--- src/rtl/SystemPeripheral_Pkg.sv ---
// SystemPeripheral_Pkg
// Shared types and constants for the system peripheral bus, including the
// register map and arbitration result type of the external interrupt
// controller (ext_int_ctrl_plic).
//
// Contents:
//   sys_peripheral_t  - shared write address/data and read address (byte offsets)
//   sel_t             - per-block write/read select
//   eic_best_t        - arbitration result: source index, priority, valid
//   EIC_*             - interrupt controller register byte offsets
//   CUSTOM_CODE_BEGIN - first custom interrupt cause code
//   eic_prio_addr()   - byte offset of PRIORITY[idx]
package SystemPeripheral_Pkg;

    localparam int CUSTOM_CODE_BEGIN = 16;

    // Source index width covers the 32-source maximum; priority field is
    // wide enough for any PRIO_W up to 8.
    localparam int EIC_ID_W       = 5;
    localparam int EIC_PRIO_W_MAX = 8;

    localparam logic [31:0] EIC_ENABLE    = 32'h00;
    localparam logic [31:0] EIC_PENDING   = 32'h04;
    localparam logic [31:0] EIC_TRIGGER   = 32'h08;
    localparam logic [31:0] EIC_THRESHOLD = 32'h0C;
    localparam logic [31:0] EIC_CLAIM     = 32'h10;
    localparam logic [31:0] EIC_INSERVICE = 32'h14;
    localparam logic [31:0] EIC_PRIO_BASE = 32'h40;

    typedef struct packed {
        logic [31:0] waddr;
        logic [31:0] wdata;
        logic [31:0] raddr;
    } sys_peripheral_t;

    typedef struct packed {
        logic wen;
        logic ren;
    } sel_t;

    typedef struct packed {
        logic [EIC_ID_W-1:0]       id;
        logic [EIC_PRIO_W_MAX-1:0] prio;
        logic                      valid;
    } eic_best_t;

    function automatic logic [31:0] eic_prio_addr(input int idx);
        return EIC_PRIO_BASE + (32'(idx) << 2);
    endfunction

endpackage

--- src/rtl/ext_int_arbiter.sv ---
// ext_int_arbiter
// Combinational priority arbiter for the external interrupt controller.
// Picks the eligible source with the highest priority; on equal priority
// the lowest index wins.
//
// Parameters: INT_NUM (1..32 sources), PRIO_W (priority width, <= 8)
// Ports:
//   eligible - per-source eligibility mask
//   prio     - per-source priority array
//   best     - winning source (id = index, prio, valid); all zero if none
module ext_int_arbiter
    import SystemPeripheral_Pkg::*;
#(
    parameter int INT_NUM = 32,
    parameter int PRIO_W  = 3
) (
    input  logic [INT_NUM-1:0]             eligible,
    input  logic [INT_NUM-1:0][PRIO_W-1:0] prio,
    output eic_best_t                      best
);

    // Leaf count rounded up to a power of two so the tree is complete.
    localparam int LEAVES = (INT_NUM <= 1) ? 1 : (1 << $clog2(INT_NUM));

    // Heap-ordered comparison tree: node n has children 2n+1 (lower
    // indices) and 2n+2 (higher indices). The right child only wins on a
    // strictly higher priority, which is what gives lowest-index tie-break.
    always_comb begin
        eic_best_t node [2*LEAVES-1];
        for (int n = 0; n < 2*LEAVES-1; n++) begin
            node[n] = '0;
        end
        for (int i = 0; i < INT_NUM; i++) begin
            node[LEAVES-1+i].id    = EIC_ID_W'(i);
            node[LEAVES-1+i].prio  = EIC_PRIO_W_MAX'(prio[i]);
            node[LEAVES-1+i].valid = eligible[i];
        end
        for (int n = LEAVES-2; n >= 0; n--) begin
            if (node[2*n+2].valid &&
                (!node[2*n+1].valid || (node[2*n+2].prio > node[2*n+1].prio))) begin
                node[n] = node[2*n+2];
            end else begin
                node[n] = node[2*n+1];
            end
        end
        // An idle controller reports id 0 rather than a stray leaf index.
        best = node[0].valid ? node[0] : '0;
    end

endmodule

--- src/rtl/ext_int_ctrl_plic.sv ---
// ext_int_ctrl_plic
// Priority-based external interrupt controller on the system peripheral bus.
// Each source has a level/edge gateway with pending and in-service bits, a
// priority, and an enable. A global threshold gates the core interrupt, and
// a single CLAIM/COMPLETE register implements the claim handshake.
//
// Optional build macro: EXT_INT_SYNC_EN adds a 2-flop synchroniser on every
// irq_source bit (edge detection then uses the synchronised signal).
//
// Parameters: INT_NUM (1..32 sources, ID = index + 1), PRIO_W (<= 8)
// Ports:
//   hb_clk          - bus/system clock
//   rst             - asynchronous active-high reset
//   sys_share       - shared bus waddr/wdata/raddr (byte offsets)
//   sel             - wen/ren select for this block
//   rdata           - registered read data, valid one cycle after sel.ren
//   irq_source      - raw interrupt requests
//   custom_int_code - 16 + index of the current best source
//   mextern_int     - machine external interrupt request to the core
module ext_int_ctrl_plic
    import SystemPeripheral_Pkg::*;
#(
    parameter int INT_NUM = 32,
    parameter int PRIO_W  = 3
) (
    input  logic            hb_clk,
    input  logic            rst,
    input  sys_peripheral_t sys_share,
    input  sel_t            sel,
    output logic [31:0]     rdata,
    input  logic [INT_NUM-1:0] irq_source,
    output logic [30:0]     custom_int_code,
    output logic            mextern_int
);

    logic [INT_NUM-1:0]             enable;
    logic [INT_NUM-1:0]             trigger;
    logic [PRIO_W-1:0]              threshold;
    logic [INT_NUM-1:0][PRIO_W-1:0] prio;

    logic [INT_NUM-1:0] pending;
    logic [INT_NUM-1:0] in_service;
    logic [INT_NUM-1:0] src;
    logic [INT_NUM-1:0] src_prev;

    logic [EIC_ID_W-1:0] best_id;
    logic                best_valid;
    eic_best_t           arb_best;

    logic [INT_NUM-1:0] prio_nz;
    logic [INT_NUM-1:0] eligible;
    logic [INT_NUM-1:0] edge_set;
    logic [INT_NUM-1:0] claim_mask;
    logic [INT_NUM-1:0] complete_mask;
    logic [INT_NUM-1:0] w1c_mask;
    logic [INT_NUM-1:0] pending_next;
    logic [INT_NUM-1:0] in_service_next;

    logic        wr_enable, wr_pending, wr_trigger, wr_threshold, wr_complete;
    logic        rd_claim, claim_live, claim_fire;
    logic [31:0] elig32;
    logic [31:0] claim_value;
    logic [31:0] rd_data;

`ifdef EXT_INT_SYNC_EN
    logic [INT_NUM-1:0] sync_q1;
    logic [INT_NUM-1:0] sync_q2;

    // Two-flop synchroniser for sources from other clock domains.
    always_ff @(posedge hb_clk or posedge rst) begin
        if (rst) begin
            sync_q1 <= '0;
            sync_q2 <= '0;
        end else begin
            sync_q1 <= irq_source;
            sync_q2 <= sync_q1;
        end
    end

    assign src = sync_q2;
`else
    assign src = irq_source;
`endif

    assign wr_enable    = sel.wen && (sys_share.waddr == EIC_ENABLE);
    assign wr_pending   = sel.wen && (sys_share.waddr == EIC_PENDING);
    assign wr_trigger   = sel.wen && (sys_share.waddr == EIC_TRIGGER);
    assign wr_threshold = sel.wen && (sys_share.waddr == EIC_THRESHOLD);
    assign wr_complete  = sel.wen && (sys_share.waddr == EIC_CLAIM);
    assign rd_claim     = sel.ren && (sys_share.raddr == EIC_CLAIM);

    assign eligible = pending & enable & ~in_service & prio_nz;

    // The registered best is one cycle old, so re-check it against live
    // state; this stops a back-to-back claim from returning a duplicate ID.
    assign elig32      = 32'(eligible);
    assign claim_live  = best_valid && elig32[best_id];
    assign claim_fire  = rd_claim && claim_live;
    assign claim_value = claim_live ? (32'(best_id) + 32'd1) : 32'd0;

    assign edge_set = trigger & enable & src & ~src_prev;
    assign w1c_mask = wr_pending ? (sys_share.wdata[INT_NUM-1:0] & trigger) : '0;

    // Per-source decode of claim and complete. Completing an ID that is not
    // in service (or out of range) matches no source and does nothing.
    always_comb begin
        prio_nz       = '0;
        claim_mask    = '0;
        complete_mask = '0;
        for (int i = 0; i < INT_NUM; i++) begin
            prio_nz[i]       = |prio[i];
            claim_mask[i]    = claim_fire && (best_id == EIC_ID_W'(i));
            complete_mask[i] = wr_complete && (sys_share.wdata == 32'(i + 1)) && in_service[i];
        end
    end

    // Edge sources: a new edge beats a same-cycle claim or W1C clear.
    // Level sources follow the line, suppressed while in service and on
    // the claim edge itself.
    assign pending_next = (trigger & ((pending & ~claim_mask & ~w1c_mask) | edge_set))
                        | (~trigger & src & enable & ~in_service & ~claim_mask);
    assign in_service_next = (in_service & ~complete_mask) | claim_mask;

    ext_int_arbiter #(
        .INT_NUM (INT_NUM),
        .PRIO_W  (PRIO_W)
    ) u_arbiter (
        .eligible (eligible),
        .prio     (prio),
        .best     (arb_best)
    );

    // Read mux; unmapped offsets fall through to zero.
    always_comb begin
        rd_data = '0;
        case (sys_share.raddr)
            EIC_ENABLE:    rd_data = 32'(enable);
            EIC_PENDING:   rd_data = 32'(pending);
            EIC_TRIGGER:   rd_data = 32'(trigger);
            EIC_THRESHOLD: rd_data = 32'(threshold);
            EIC_CLAIM:     rd_data = claim_value;
            EIC_INSERVICE: rd_data = 32'(in_service);
            default:       rd_data = '0;
        endcase
        for (int i = 0; i < INT_NUM; i++) begin
            if (sys_share.raddr == eic_prio_addr(i)) begin
                rd_data = 32'(prio[i]);
            end
        end
    end

    // Software-writable configuration registers.
    always_ff @(posedge hb_clk or posedge rst) begin
        if (rst) begin
            enable    <= '0;
            trigger   <= '0;
            threshold <= '0;
            prio      <= '0;
        end else begin
            if (wr_enable) begin
                enable <= sys_share.wdata[INT_NUM-1:0];
            end
            if (wr_trigger) begin
                trigger <= sys_share.wdata[INT_NUM-1:0];
            end
            if (wr_threshold) begin
                threshold <= sys_share.wdata[PRIO_W-1:0];
            end
            for (int i = 0; i < INT_NUM; i++) begin
                if (sel.wen && (sys_share.waddr == eic_prio_addr(i))) begin
                    prio[i] <= sys_share.wdata[PRIO_W-1:0];
                end
            end
        end
    end

    // Gateway state per source.
    always_ff @(posedge hb_clk or posedge rst) begin
        if (rst) begin
            pending    <= '0;
            in_service <= '0;
            src_prev   <= '0;
        end else begin
            pending    <= pending_next;
            in_service <= in_service_next;
            src_prev   <= src;
        end
    end

    // Arbitration result and core-facing outputs are loaded together from
    // the arbiter so the interrupt appears one cycle after pending.
    always_ff @(posedge hb_clk or posedge rst) begin
        if (rst) begin
            best_id         <= '0;
            best_valid      <= 1'b0;
            mextern_int     <= 1'b0;
            custom_int_code <= 31'(CUSTOM_CODE_BEGIN);
        end else begin
            best_id         <= arb_best.id;
            best_valid      <= arb_best.valid;
            mextern_int     <= arb_best.valid && (arb_best.prio > EIC_PRIO_W_MAX'(threshold));
            custom_int_code <= 31'(CUSTOM_CODE_BEGIN) + 31'(arb_best.id);
        end
    end

    // Registered read data; holds between reads.
    always_ff @(posedge hb_clk or posedge rst) begin
        if (rst) begin
            rdata <= '0;
        end else if (sel.ren) begin
            rdata <= rd_data;
        end
    end

endmodule

--- config.mk ---
export PLATFORM = sky130hd
export DESIGN_NAME = ext_int_ctrl_plic
export DESIGN_NICKNAME = d
export VERILOG_FILES = /design/src/rtl/SystemPeripheral_Pkg.sv /design/src/rtl/ext_int_arbiter.sv /design/src/rtl/ext_int_ctrl_plic.sv
export SDC_FILE = /design/constraint.sdc
export NUM_CORES = 1
export LEC_CHECK = 0
export CORE_MARGIN = 2
export CORE_UTILIZATION = 35
export DETAILED_ROUTE_END_ITERATION = 7
export DONT_BUFFER_PORTS = 1
export PLACE_DENSITY = 0.52
export RECOVER_POWER = 50
export SYNTH_ARGS = -nofsm -noshare
export SYNTH_HDL_FRONTEND = slang
export SYNTH_SLANG_ARGS = --single-unit
export TNS_END_PERCENT = 100
--- constraint.sdc ---
create_clock -name hb_clk -period 9.6 [get_ports hb_clk]
set_input_delay 0.48 -clock hb_clk [delete_from_list [all_inputs] [get_ports hb_clk]]
set_output_delay 0.48 -clock hb_clk [all_outputs]
set_load 0.005 [all_outputs]
# After elaboration in Yosys (flattened, before gate mapping)
# Cells that the tools add are included.
[totals] regBits=304 inputBits=132 output_inout_bits=64 wordCells=572
[classes] n_addsub=2 magnitude_cmp=33 n_eq_ne=136 mux=69 n_bitwise=24 n_reduce_logical=265
[ops] cell="32-bit 2-to-1 mux" count=33
[ops] cell="32-bit by 7-bit equality test with 1-bit output (second input constant)" count=32
[ops] cell="32-bit by 8-bit equality test with 1-bit output (second input constant)" count=32
[ops] cell="32-bit by 5-bit equality test with 1-bit output (second input constant)" count=19
[ops] cell="32-bit bitwise AND" count=15
[ops] cell="32-bit by 4-bit equality test with 1-bit output (second input constant)" count=12
[ops] cell="32-bit by 3-bit equality test with 1-bit output (second input constant)" count=6
[ops] cell="32-bit inverter" count=6
[ops] cell="32-bit case mux with 6 select lines" count=1
[ops] cell="1-bit logical AND" count=168
[ops] cell="10-bit 2-to-1 mux" count=16
[ops] cell="8-bit greater-than comparator" count=15
[ops] cell="32-bit bitwise OR" count=3
[ops] cell="3-bit OR reduction" count=32
[ops] cell="11-bit 2-to-1 mux" count=8
[ops] cell="5-bit equality test (second input constant)" count=16
[ops] cell="32-bit by 2-bit equality test with 1-bit output (second input constant)" count=2
[ops] cell="32-bit zero test" count=2
[ops] cell="3-bit greater-than comparator" count=16
[ops] cell="12-bit 2-to-1 mux" count=4
[ops] cell="5-bit by 4-bit equality test with 1-bit output (second input constant)" count=8
[ops] cell="32-bit by 1-bit equality test with 1-bit output (second input constant)" count=1
[ops] cell="32-bit by 6-bit equality test with 1-bit output (second input constant)" count=1
[ops] cell="1-bit zero test" count=31
[ops] cell="14 further kinds" count=50

# Longest topological paths before layout
[logic_depth] word_depth=40 depth_mapped=49 ltp_nobuf=47

# Modules after synthesis
# A second synthesis with hierarchy kept.
[hier_totals] cells_unflattened=2274 hier_area_um2=20718.6
[modules_own_cells] module="ext_int_ctrl_plic" instances=1 cells_each=1579 area_each_um2=15711.3 seq_area_each_um2=7483.4
[modules_own_cells] module="ext_int_arbiter" instances=1 cells_each=695 area_each_um2=5007.3 seq_area_each_um2=0.0

# Worst setup path before layout
# No wires, ideal clock.
[synth_timing] path_kind="register to register" from="register prio[31] (netlist name)" to="register mextern_int" setup_time_ns=0.131 arrival_ns=7.834 slack_ns=1.635 stages_incl_launch_ff=46 n_path_buf=1 synth_period_minus_slack_ns=7.965 cell_sequence="dfrtp_1 -> inv_1 -> ha_1 -> nor2b_1 -> o21ai_0 -> a32oi_1 -> o21ai_0 -> mux2_2 -> ha_1 -> nor2b_1 -> o21a_1 -> o21ai_0 -> o21ai_0 -> o21ai_1 -> nor2_1 -> a21oi_1 -> inv_1 -> ha_1 -> [10 not listed] -> a21oi_1 -> a31oi_1 -> o21bai_1 -> mux2_2 -> ha_1 -> nor2b_1 -> o21a_1 -> o21ai_0 -> a22oi_1 -> inv_1 -> nand2_1 -> inv_1 -> a2bb2oi_1 -> ha_1 -> inv_1 -> a21o_1 -> a21oi_1 -> a311oi_1"
[synth_between] elab_chain_cells=25 word_cells_on_any_way=28 classes_between="6 x order compare; 6 x mux; 1 x bitwise; 15 x reduce/logical"
[synth_lines] item="start: declaration" line_no="ext_int_ctrl_plic.sv:39" rtl="logic [INT_NUM-1:0][PRIO_W-1:0] prio;"
[synth_lines] item="start signal: indexed assignment" line_no="ext_int_ctrl_plic.sv:171" rtl="prio[i] <= sys_share.wdata[PRIO_W-1:0];"
[synth_lines] item="branches (longest 5 deep; another with 3-bit greater-than comparator)"
[synth_lines] item="10-bit 2-to-1 mux *" line_no="ext_int_arbiter.sv:39" rtl="if (node[2*n+2].valid &&"
[synth_lines] item="8-bit greater-than comparator" line_no="ext_int_arbiter.sv:40" rtl="(!node[2*n+1].valid || (node[2*n+2].prio > node[2*n+1].prio))) begin"
[synth_lines] item="1-bit logical OR" line_no="ext_int_arbiter.sv:40"
[synth_lines] item="1-bit logical AND" line_no="ext_int_arbiter.sv:39"
[synth_lines] item="11-bit 2-to-1 mux *" line_no="ext_int_arbiter.sv:39"
[synth_lines] item="8-bit greater-than comparator / 1-bit zero test (equally long branches)" line_no="ext_int_arbiter.sv:40"
[synth_lines] item="1-bit logical OR" line_no="ext_int_arbiter.sv:40"
[synth_lines] item="[5 not listed]"
[synth_lines] item="13-bit 2-to-1 mux *" line_no="ext_int_arbiter.sv:39"
[synth_lines] item="8-bit greater-than comparator / 1-bit zero test (equally long branches)" line_no="ext_int_arbiter.sv:40"
[synth_lines] item="1-bit logical OR" line_no="ext_int_arbiter.sv:40"
[synth_lines] item="1-bit logical AND" line_no="ext_int_arbiter.sv:39"
[synth_lines] item="14-bit 2-to-1 mux *" line_no="ext_int_arbiter.sv:39"
[synth_lines] item="14-bit 2-to-1 mux *" line_no="ext_int_arbiter.sv:47" rtl="best = node[0].valid ? node[0] : '0;"
[synth_lines] item="8-bit by 3-bit greater-than comparator with 1-bit output" line_no="ext_int_ctrl_plic.sv:201" rtl="mextern_int <= arb_best.valid && (arb_best.prio > EIC_PRIO_W_MAX'(threshold));"
[synth_lines] item="1-bit logical AND *" line_no="ext_int_ctrl_plic.sv:201"
[synth_lines] item="end signal: assignment" line_no="ext_int_ctrl_plic.sv:201"
[synth_lines] item="end: declaration" line_no="ext_int_ctrl_plic.sv:33" rtl="output logic mextern_int"
# Mark *: on every way between the ends.
# A chain may end at the register's enable or synchronous reset.

# Worst setup path after layout
[layout_timing] from="register prio[67] (netlist name)" to="register mextern_int"
[layout_between] elab_chain_cells=25 word_cells_on_any_way=27 classes_between="6 x order compare; 6 x mux; 1 x bitwise; 14 x reduce/logical"
[layout_lines] item="branches (longest 5 deep; another with 3-bit greater-than comparator)"
[layout_lines] item="10-bit 2-to-1 mux *" line_no="ext_int_arbiter.sv:39"
[layout_lines] item="8-bit greater-than comparator" line_no="ext_int_arbiter.sv:40"
[layout_lines] item="1-bit logical OR" line_no="ext_int_arbiter.sv:40"
[layout_lines] item="1-bit logical AND" line_no="ext_int_arbiter.sv:39"
[layout_lines] item="11-bit 2-to-1 mux *" line_no="ext_int_arbiter.sv:39"
[layout_lines] item="8-bit greater-than comparator" line_no="ext_int_arbiter.sv:40"
[layout_lines] item="1-bit logical OR" line_no="ext_int_arbiter.sv:40"
[layout_lines] item="[5 not listed]"
[layout_lines] item="13-bit 2-to-1 mux *" line_no="ext_int_arbiter.sv:39"
[layout_lines] item="8-bit greater-than comparator" line_no="ext_int_arbiter.sv:40"
[layout_lines] item="1-bit logical OR" line_no="ext_int_arbiter.sv:40"
[layout_lines] item="1-bit logical AND" line_no="ext_int_arbiter.sv:39"
[layout_lines] item="14-bit 2-to-1 mux *" line_no="ext_int_arbiter.sv:39"
[layout_lines] item="14-bit 2-to-1 mux *" line_no="ext_int_arbiter.sv:47"
[layout_lines] item="8-bit by 3-bit greater-than comparator with 1-bit output" line_no="ext_int_ctrl_plic.sv:201"
[layout_lines] item="1-bit logical AND *" line_no="ext_int_ctrl_plic.sv:201"
# Marked as above.

==> flow_metrics.tcl <==
set metrics [dict create \
    run_status "finished, violations left" \
    failed_checks "capacitance limit, slew limit" \
    yosysSeqAreaShare 0.392 \
    synth_commonest_cells "sky130_fd_sc_hd__dfrtp_1, sky130_fd_sc_hd__nand2_1, sky130_fd_sc_hd__mux2_2" \
    drt_pass1_iterations 8 \
    crit_path_start_kind "flip-flop" \
    synth_top_flop_cell "sky130_fd_sc_hd__dfrtp_1" \
    tritoncts_clock_tree "built" \
    synth_warnings 0 \
    synthTopCellsByArea "sky130_fd_sc_hd__dfrtp_1, sky130_fd_sc_hd__mux2_2, sky130_fd_sc_hd__ha_1" \
    ctsLongestPathBuffers 3 \
    synthMostInstantiatedCell "sky130_fd_sc_hd__dfrtp_1" \
    grt_max_degree 84 \
    yosysUniqueCellTypes 73 \
    post_synth_edffs 0 \
    fp.coreArea_um2 53800 \
    wl_per_cell_um 26.7 \
    global_route.usage.total 0.263 \
    max_incr_delay_on_cp_ns 0.58 \
    synth_area_leader_cell "sky130_fd_sc_hd__dfrtp_1" \
    detail_route.wirelength_um 75300 \
    chipWidth_um 238 \
    yosys_register_bits 299 \
    reg2reg_from "prio[67]$_DFFE_PP0P_" \
    finalCritPeriodShare 0.939 \
    fin_nets 2333 \
    drt-vias-per-instance 6.08 \
    clkSinkCount 299 \
    worst_hold_startpoint "sel[0]" \
    dr.first_iter.drc_count 1492 \
    globalplace.congestion 0.991 \
    final.min_clock_period_ns 9.02 \
    path_class "flip-flop to flip-flop" \
    cp.arrival_ns 9.46 \
    yosys.area_share.simple 0.154 \
    start_util 0.355 \
    report.final.slew_viol_count 225 \
    cts_inserted_buffers 38 \
    end_kind "flip-flop" \
    largest_family_of_logic_cells_by_synthesized_area "compound AO/OA/AOI/OAI gates" \
    crit_path_max_fanout 9 \
    grt-ovfl-total 0 \
    slew_limit_headroom -1.61 \
    synth_compound_area_frac 0.177 \
    routed-via-count 17200 \
    setup_viol 0 \
    pin_count 196 \
    drcViolationCount 0 \
    ir_drop_uv 115 \
    setup.worst_path.start "prio[67]$_DFFE_PP0P_" \
    place_ws_ns 0.570 \
    die-area_um2 56400 \
    syn_avg_cell_area_um2 9.22 \
    floorplan_die_height_um 238 \
    vias_in_the_first_global_route 16900 \
    synth.top_cell.area_share 0.391 \
    static_leakage_nw 9.48 \
    setup_total_negative_slack_ns 0 \
    antenna_found_initial 0 \
    synth_area_um2 19100 \
    power_per_cell_area_nw_per_um2 129 \
    antenna_cells_inserted 0 \
    cell_with_the_largest_stage_delay_on_the_worst_path "sky130_fd_sc_hd__a22oi_1" \
    holdCritPathClass "primary input to flip-flop" \
    clk_pin_slew_worst_paths_ns 0.06 \
    worst_pin_slew_ns 3.92 \
    dpl.hpwl_um 54800 \
    numPortBuffers 0 \
    synth_adder_area_share 0.0669 \
    worst_skew_pair.late_latency_ns 0.57 \
    drive_gt1_frac 0.142 \
    placementRows 85 \
    ys_async_sr_fraction 1.00 \
    maxClockFrequency_mhz 111 \
    worst_hold_slack_ns 0.0300 \
    grt_pass1_wl_um 111000 \
    syn_inst 2069 \
    ctsRootBufferMaster "sky130_fd_sc_hd__clkbuf_16" \
    required_time_of_the_worst_setup_path_ns 10.04 \
    antenna_violating_nets_post_route 0 \
    yosys-mux-area-fraction 0.150 \
    max_cap_violations 3 \
    area_growth_pct 12.2 \
    maximum_clock_skew_at_final_layout_ns 0.0174 \
    synth_xor_xnor_area_share 0.000918 \
    timing.final.hold_violations 0 \
    rsz_0062_raised_after_global_routing "no" \
    cts_max_level 2 \
    fin_ws_ns 0.583 \
]
-- flip-flops by register name, indices dropped and copies added (netlist names), 3 cells and up --
signal / cells
enable: 32
pending: 32
src_prev: 32
prio: 96
best_id: 5
in_service: 32
trigger: 32
threshold: 3
rdata: 32
-- through the flow --
| step | utilization | cells | area, um^2 | power, W |
|---|---|---|---|---|
| floorplan | - | 2093 | 19200 | 0.00136 |
| global placement | 0.369 | 2720 | 19800 | 0.00136 |
| detailed placement | 0.369 | 2720 | 19800 | 0.00136 |
| CTS | 0.398 | 2822 | 21400 | 0.00279 |
| global route | 0.398 | 2822 | 21400 | 0.00285 |
| finish | 0.398 | 2822 | 21400 | 0.00276 |
-- power by group --
group	internal (W)	total, W	switching, W
logic	0.0000233	0.0000791	0.0000558
registers	0.00127	0.00127	0.00000305
clock network	0.000809	0.00141	0.000601
total	0.00210	0.00276	0.000660
-- area by class of cell --
| cell class | count | area [um^2] |
|---|---|---|
| fillers | 5375 | 32400 |
| multi-input cells | 1523 | 10600 |
| flip-flops and latches | 299 | 7480 |
| clock buffers | 50 | 1100 |
| well taps | 696 | 871 |
| inverters | 168 | 632 |
| repair buffers | 69 | 598 |
| clock inverters | 17 | 125 |
-- routing by layer --
layer  wire [um]  vias up  share of wire  track usage
li1            -     7625              -            -
met1       33100     8591           0.44        0.357
met2       33500      780           0.44        0.412
met3        5950      159          0.079       0.0573
met4        2850        0          0.038       0.0955
met5           0        -              0            0
-- cells in the final DEF (no fill, tap or decap), drive strengths merged, types with 35 or more instances in the layout --
master,netlist,routed
inv,166,167
ha,102,102
nor2,100,100
o22ai,48,48
o21ai,139,139
dlygate4sd3,0,35
nand3,35,35
nor3,115,115
a31oi,41,41
mux2i,86,86
dfrtp,298,298
mux2,178,178
clkbuf,65,52
a21oi,74,74
nand2,224,224
-- critical path, delay by kind of cell (launching register included) --
family | cells | cell delay (ns)
simple gates | 5 | 0.72
compound gates | 21 | 4.08
buf+inv | 7 | 0.73
mux | 4 | 1.39
fa+ha+maj | 6 | 1.55
flops | 1 | 0.41
-- what timing repair did --
action,4_1_cts,5_1_grt
buffers inserted,0,0
hold endpoints to repair,128,0
endpoints found under the setup margin,0,1
gates resized for setup,0,4
hold buffers,35,0
-- logic make-up after synthesis --
logic type / count (synthesis)
simple gates: 620
compound gates: 510
flops: 299
buf+inv: 271
mux: 264
fa+ha+maj: 102
xor+xnor: 2
other cells: 1
-- worst paths after layout --
kind	endpoint	slack (ns)	cells past startpoint
setup / recovery	mextern_int$_DFF_PP0_	0.58	43
hold / removal	rdata[4]$_DFFE_PP0P_	0.03	1
setup reg to reg	mextern_int$_DFF_PP0_	0.58	43
hold reg to reg	pending[22]$_DFF_PP0_	0.44	1
max in group asynchronous	prio[94]$_DFFE_PP0P_	3.00	4
min in group asynchronous	trigger[14]$_DFFE_PP0P_	1.50	2
Power figures use the tool's default switching activity.
